--- config.mk ---
export PLATFORM = sky130hd
export DESIGN_NAME = lsu
export DESIGN_NICKNAME = d
export VERILOG_FILES = /design/src/rtl/lsu_pkg.sv /design/src/rtl/lsu_align.sv /design/src/rtl/lsu.sv
export SDC_FILE = /design/constraint.sdc
export NUM_CORES = 1
export LEC_CHECK = 0
export BUFFER_PORTS_ARGS = -buffer_cell sky130_fd_sc_hd__buf_2
export CORE_MARGIN = 5
export CORE_UTILIZATION = 46
export CTS_CLUSTER_DIAMETER = 150
export DETAILED_ROUTE_END_ITERATION = 7
export GPL_ROUTABILITY_DRIVEN = 0
export PLACE_DENSITY_LB_ADDON = 0.25
export RECOVER_POWER = 100
export SLEW_MARGIN = 10
export SYNTH_ARGS = -nofsm -noshare
export SYNTH_HDL_FRONTEND = slang
export SYNTH_SLANG_ARGS = --single-unit
--- constraint.sdc ---
create_clock -name i_clk -period 3.91 [get_ports i_clk]
set_input_delay 0.782 -clock i_clk [delete_from_list [all_inputs] [get_ports i_clk]]
set_output_delay 0.782 -clock i_clk [all_outputs]
set_load 0.02 [all_outputs]
--- src/rtl/lsu_pkg.sv ---
// rtl/lsu_pkg.sv - shared types, funct3 codes and size decode for the load/store unit
package lsu_pkg;

  typedef enum logic [1:0] {
    IDLE = 2'd0,
    ACC0 = 2'd1,
    ACC1 = 2'd2,
    RESP = 2'd3
  } lsu_state_e;

  localparam logic [2:0] F3_LB  = 3'd0;
  localparam logic [2:0] F3_LH  = 3'd1;
  localparam logic [2:0] F3_LW  = 3'd2;
  localparam logic [2:0] F3_LBU = 3'd4;
  localparam logic [2:0] F3_LHU = 3'd5;
  localparam logic [2:0] F3_SB  = 3'd0;
  localparam logic [2:0] F3_SH  = 3'd1;
  localparam logic [2:0] F3_SW  = 3'd2;

  // Zero mask marks the reserved codes (3, 6, 7).
  function automatic logic [3:0] size_mask(input logic [2:0] funct3);
    case (funct3)
      F3_LB, F3_LBU: size_mask = 4'h1;
      F3_LH, F3_LHU: size_mask = 4'h3;
      F3_LW:         size_mask = 4'hF;
      default:       size_mask = 4'h0;
    endcase
  endfunction

  function automatic logic f3_legal(input logic [2:0] funct3);
    f3_legal = (size_mask(funct3) != 4'h0);
  endfunction

endpackage

--- src/rtl/lsu_align.sv ---
// rtl/lsu_align.sv - byte-lane mask/data placement and load extraction with extension
module lsu_align
  import lsu_pkg::*;
(
  input  logic [2:0]  funct3_i,
  input  logic [1:0]  off_i,
  input  logic [31:0] wdata_i,
  input  logic [31:0] lo_i,
  input  logic [31:0] hi_i,
  output logic [7:0]  m64_o,
  output logic [63:0] d64_o,
  output logic        split_o,
  output logic [31:0] ld_data_o
);

  logic [63:0] shifted;

  assign m64_o   = {4'h0, size_mask(funct3_i)} << off_i;
  assign d64_o   = {32'h0, wdata_i} << {off_i, 3'b000};
  assign split_o = |m64_o[7:4];
  assign shifted = {hi_i, lo_i} >> {off_i, 3'b000};

  always_comb begin
    ld_data_o = '0;
    case (funct3_i)
      F3_LB:   ld_data_o = {{24{shifted[7]}}, shifted[7:0]};
      F3_LH:   ld_data_o = {{16{shifted[15]}}, shifted[15:0]};
      F3_LW:   ld_data_o = shifted[31:0];
      F3_LBU:  ld_data_o = {24'h0, shifted[7:0]};
      F3_LHU:  ld_data_o = {16'h0, shifted[15:0]};
      default: ld_data_o = '0;
    endcase
  end

endmodule

--- src/rtl/lsu.sv ---
// rtl/lsu.sv - load/store unit splitting byte-addressed accesses into one or two word cycles
module lsu
  import lsu_pkg::*;
#(
  parameter int ADDR_W = 32,
  parameter int DATA_W = 32
) (
  input  logic              i_clk,
  input  logic              i_reset,
  input  logic              i_req_valid,
  output logic              o_req_ready,
  input  logic              i_req_we,
  input  logic [2:0]        i_req_funct3,
  input  logic [ADDR_W-1:0] i_req_addr,
  input  logic [DATA_W-1:0] i_req_wdata,
  output logic              o_rsp_valid,
  output logic [DATA_W-1:0] o_rsp_rdata,
  output logic              o_rsp_err,
  output logic [ADDR_W-1:0] o_mem_addr,
  output logic [DATA_W-1:0] o_mem_wdata,
  output logic [3:0]        o_mem_bmask,
  output logic              o_mem_wren,
  input  logic [DATA_W-1:0] i_mem_rdata
);

  lsu_state_e        state_q;
  logic              we_q;
  logic [2:0]        funct3_q;
  logic [ADDR_W-1:0] addr_q;
  logic [DATA_W-1:0] wdata_q;
  logic [DATA_W-1:0] lo_q;
  logic [DATA_W-1:0] hi_q;

  logic [7:0]        m64;
  logic [63:0]       d64;
  logic              split;
  logic [DATA_W-1:0] ld_data;
  logic [ADDR_W-3:0] word0;
  logic [ADDR_W-3:0] word1;

  lsu_align u_align (
    .funct3_i  (funct3_q),
    .off_i     (addr_q[1:0]),
    .wdata_i   (wdata_q),
    .lo_i      (lo_q),
    .hi_i      (hi_q),
    .m64_o     (m64),
    .d64_o     (d64),
    .split_o   (split),
    .ld_data_o (ld_data)
  );

  // Word index wraps at the top of the word space for the second half.
  assign word0 = addr_q[ADDR_W-1:2];
  assign word1 = word0 + 1'b1;

  always_ff @(posedge i_clk or posedge i_reset) begin
    if (i_reset) begin
      state_q  <= IDLE;
      we_q     <= 1'b0;
      funct3_q <= '0;
      addr_q   <= '0;
      wdata_q  <= '0;
      lo_q     <= '0;
      hi_q     <= '0;
    end else begin
      case (state_q)
        IDLE: begin
          if (i_req_valid) begin
            we_q     <= i_req_we;
            funct3_q <= i_req_funct3;
            addr_q   <= i_req_addr;
            wdata_q  <= i_req_wdata;
            lo_q     <= '0;
            hi_q     <= '0;
            state_q  <= f3_legal(i_req_funct3) ? ACC0 : RESP;
          end
        end
        ACC0: begin
          if (!we_q) lo_q <= i_mem_rdata;
          state_q <= split ? ACC1 : RESP;
        end
        ACC1: begin
          if (!we_q) hi_q <= i_mem_rdata;
          state_q <= RESP;
        end
        RESP:    state_q <= IDLE;
        default: state_q <= IDLE;
      endcase
    end
  end

  always_comb begin
    o_mem_addr  = '0;
    o_mem_wdata = '0;
    o_mem_bmask = '0;
    o_mem_wren  = 1'b0;
    case (state_q)
      ACC0: begin
        o_mem_addr  = {2'b00, word0};
        o_mem_wdata = d64[31:0];
        o_mem_bmask = m64[3:0];
        o_mem_wren  = we_q;
      end
      ACC1: begin
        o_mem_addr  = {2'b00, word1};
        o_mem_wdata = d64[63:32];
        o_mem_bmask = m64[7:4];
        o_mem_wren  = we_q;
      end
      default: ;
    endcase
  end

  assign o_req_ready = (state_q == IDLE);
  assign o_rsp_valid = (state_q == RESP);
  assign o_rsp_err   = (state_q == RESP) && !f3_legal(funct3_q);
  assign o_rsp_rdata = ((state_q == RESP) && !we_q && f3_legal(funct3_q)) ? ld_data : '0;

endmodule

==> impl_results.md <==
* Net Sw Frac at 0.464
* Crit path max-delay cell type: dfrtp_2
* Fin crit share at 0.948
* # hold bufs at CTS at 0
* Starting Density at 0.468
* Slew margin rel. at -0.206
* Share of cells above drive strength 1 at 0.296
* Async set-reset flop share out of synthesis at 1.00
* Remaining antenna violation count at 0
* Port-buffer cells at 204
* Post-synthesis cell count at 857
* Max Freq at 270 MHz
* Core Util, Final at 0.561
* DR pass1 iterations at 5
* Vias at 7,295
* Simple-Gate Fraction of Synth Area at 0.174
* Largest family of logic cells by synthesized area: multiplexers
* Iteration-0 DRC Markers at 484
* Crit path cell chain: mux2i_1, mux2_2, or4_1, and2_2, a21oi_1, clkbuf_1
* Peak supply drop at 530 uV
* CP Buf/Inv Count at 1
* Setup violators final at 0
* Clock sinks at 126
* First-pass GRT wire length at 37.3 mm
* Clock power share at 0.176
* R2R Path End: hi_q[13]
* Total Routing Usage GR at 0.232
* Initial antenna violation count at 1
* Critical Path End Type: primary output
* Clock skew at 0.00913 ns
* Status: complete, but fails checks
* R2R cell count at 7
* Adder-cell share of the synthesized area at 0.00773
* Warnings, synthesis at 0
* Hold path start: hi_q[23]
* Post-synthesis mux area share at 0.238
* P per Cell Area at 909 nW/um^2
* Final hold viol count at 0
* Synth Area in XOR/XNOR at 0
* Internal power at 4.73 mW
* Post-synthesis compound-gate area fraction at 0.149
* Crit path launch type: flip-flop
* Total Wirelength at 24.0 mm
* Synth cell types at 47
* # DRC at 0
* Flop2flop setup slack at 0.61 ns
* Clock Path Buffers at 2
* Avg Inst Size Synth at 9.44 sq um
* Detail-routed via count per cell at 5.75
* Synth-to-layout area growth at 19.9%
* Clock root cell: clkbuf_16
* Failing checks: max-capacitance violations, max-slew violations
* Worst-Margin Slew at 1.81 ns
* Sequential power share at 0.305
* Gate power share at 0.519
* Crit-path max FO at 20
* Delay-heaviest family, CP: simple AND/OR/NAND/NOR gates
* Sink of the worst hold path: hi_q[23]
* CP peak stage delay at 0.65 ns
* Final #Nets at 1,137
* RSZ-0062 raised after global routing: no
* Post-Syn Area at 8090 sq um
* NetSw at 4.09 mW
* Required @ worst endpoint at 3.13 ns
* Clock Latency Late Sink at 0.42 ns
* Crit path DAT at 2.92 ns
* Setup bufs post-CTS at 0
* R2r startpoint: state_q[0]
* Chip height at 143 um
* H-tree depth at 4
* Max-cap violations at 2
* Seq/Total Area, Yosys at 0.390
* Kind of critical path: flip-flop to primary output
* DIE AREA at 20,300 sq um
* # resized after CTS at 0
* Largest net degree at the start of global routing at 76
* Global route overflow at 0
* CTS buffer count at 17
* Rows at 48
* Main synth FF type: dfrtp_1
* Hold path depth at 2
* Final HPWL DP at 17.0 mm
* Number of synthesized flops with an enable pin at 0
* Max-slew violations at 49
* Post-layout min period at 3.71 ns
* CTS tree: yes
* Core area at 17,300 sq um
* Wire per inst at 19.0 um
* Worst-path clk slew at 0.06 ns
* Hold Path Class: flip-flop to flip-flop
* I/O pin cnt at 207
* #FFs+latches synth at 126
* Die width at 143 um
* Vias in the first global route at 6,821
* Leakage at 4.01 nW
* Final setup TNS at 0 ns
-- metrics by stage --
stage               instance area, sq um  setup WS (ns)  power [mW]  instances  hold slack (ns)
floorplan                           8100          0.915        6.04        858            0.445
global placement                    9290          0.727        7.27       1235            0.462
detailed placement                  9290          0.692        7.36       1235            0.466
CTS                                 9860          0.239        8.93       1267            0.479
global route                        9700         0.0220        9.45       1267            0.507
finish                              9700          0.205        8.82       1268            0.475
-- registers in the layout, indices dropped and copies added, names as in the netlist --
register / flops
state_q: 2
hi_q: 24
lo_q: 32
funct3_q: 3
wdata_q: 32
addr_q: 32
we_q: 1
-- power by group through the flow --
stage	Sequential (mW)	Combinational [mW]	Clock, mW
final	2.69	4.58	1.55
after global routing	2.79	5.03	1.63
after CTS	2.66	4.69	1.58
after detailed placement	2.68	4.68	0
after global placement	2.65	4.62	0
after floorplan	2.34	3.70	0
-- cell type report --
type | count | area (sq um)
diodes | 1 | 2.50
clock buffers | 18 | 439
clock inverters | 14 | 136
fillers | 1612 | 7600
inverters | 5 | 20.0
multi-input cells | 654 | 4600
flip-flops and latches | 126 | 3160
well taps | 225 | 282
repair buffers | 225 | 1060
-- cells in the final DEF (no fill, tap or decap), types with 3 or more instances in the layout --
master	synthesis	final
a21oi_1	22	24
a21oi_2	10	8
a22o_1	9	9
a22oi_1	18	18
a31oi_1	7	7
and2_1	13	12
and3_1	3	3
buf_2	14	115
buf_4	2	10
clkbuf_1	44	84
clkbuf_16	0	17
clkbuf_2	0	15
clkinv_4	0	3
clkinvlp_4	0	6
dfrtp_1	126	124
ha_1	5	4
inv_1	5	4
inv_6	0	4
mux2_2	87	87
mux2i_1	29	29
mux4_2	29	29
nand2_1	185	185
nand2b_1	3	3
nand3_1	17	17
nand4_1	12	12
nor2_1	26	26
nor2b_1	28	28
o211ai_1	5	5
o21ai_0	91	91
o22ai_1	10	10
o311ai_0	7	7
o31ai_1	7	7
o41ai_1	4	4
or3_1	3	3
or4_1	4	4
-- worst min-delay path, stage by stage (launching register included) --
cell and delay [ns]:
dfrtp_1 0.34, nand2_1 0.04, o21ai_0 0.06
-- cell families (layout without fill, tap and decap cells) --
family	after synthesis	after routing
other	1	3
buffers and inverters	78	262
AOI/OAI and AO/OA	195	195
DFF	126	126
adders and majority gates	5	5
muxes	145	145
and+or+nand+nor	307	307
-- synthesized netlist by cell type (all sizes together) (17+ instances only) --
cell type  count  share of area
nand3         17          0.011
buf           29          0.018
a22oi         18          0.017
clkbuf        44          0.020
nor2          26          0.012
nor2b         28          0.022
mux2i         29          0.036
mux2          87           0.12
o21ai         91          0.056
a21oi         32          0.024
dfrtp        126           0.39
nand2        185          0.086
mux4          29          0.081
-- how the worst max path moves through the flow --
stage	from	to	slack (ns)	cells after the start
4_1_cts	state_q[1]	o_mem_wdata[6]	0.24	7
2_1_floorplan	addr_q[2]	o_mem_addr[20]	0.92	6
3_5_place_dp	state_q[1]	o_mem_wdata[6]	0.69	7
3_3_place_gp	state_q[1]	o_mem_wdata[7]	0.73	7
5_1_grt	state_q[1]	o_mem_wdata[1]	0.02	7
6_report	addr_q[1]	o_rsp_rdata[19]	0.20	6
-- per-layer routing --
layer  GRT usage  part of all wire  vias up
met5           0           0.00054        -
met2       0.353              0.46      289
met1       0.333              0.44     3516
met3      0.0482             0.076       43
met4      0.0805             0.026        2
li1            -                 -     3445
No activity file was read; power rests on OpenSTA's default activity.
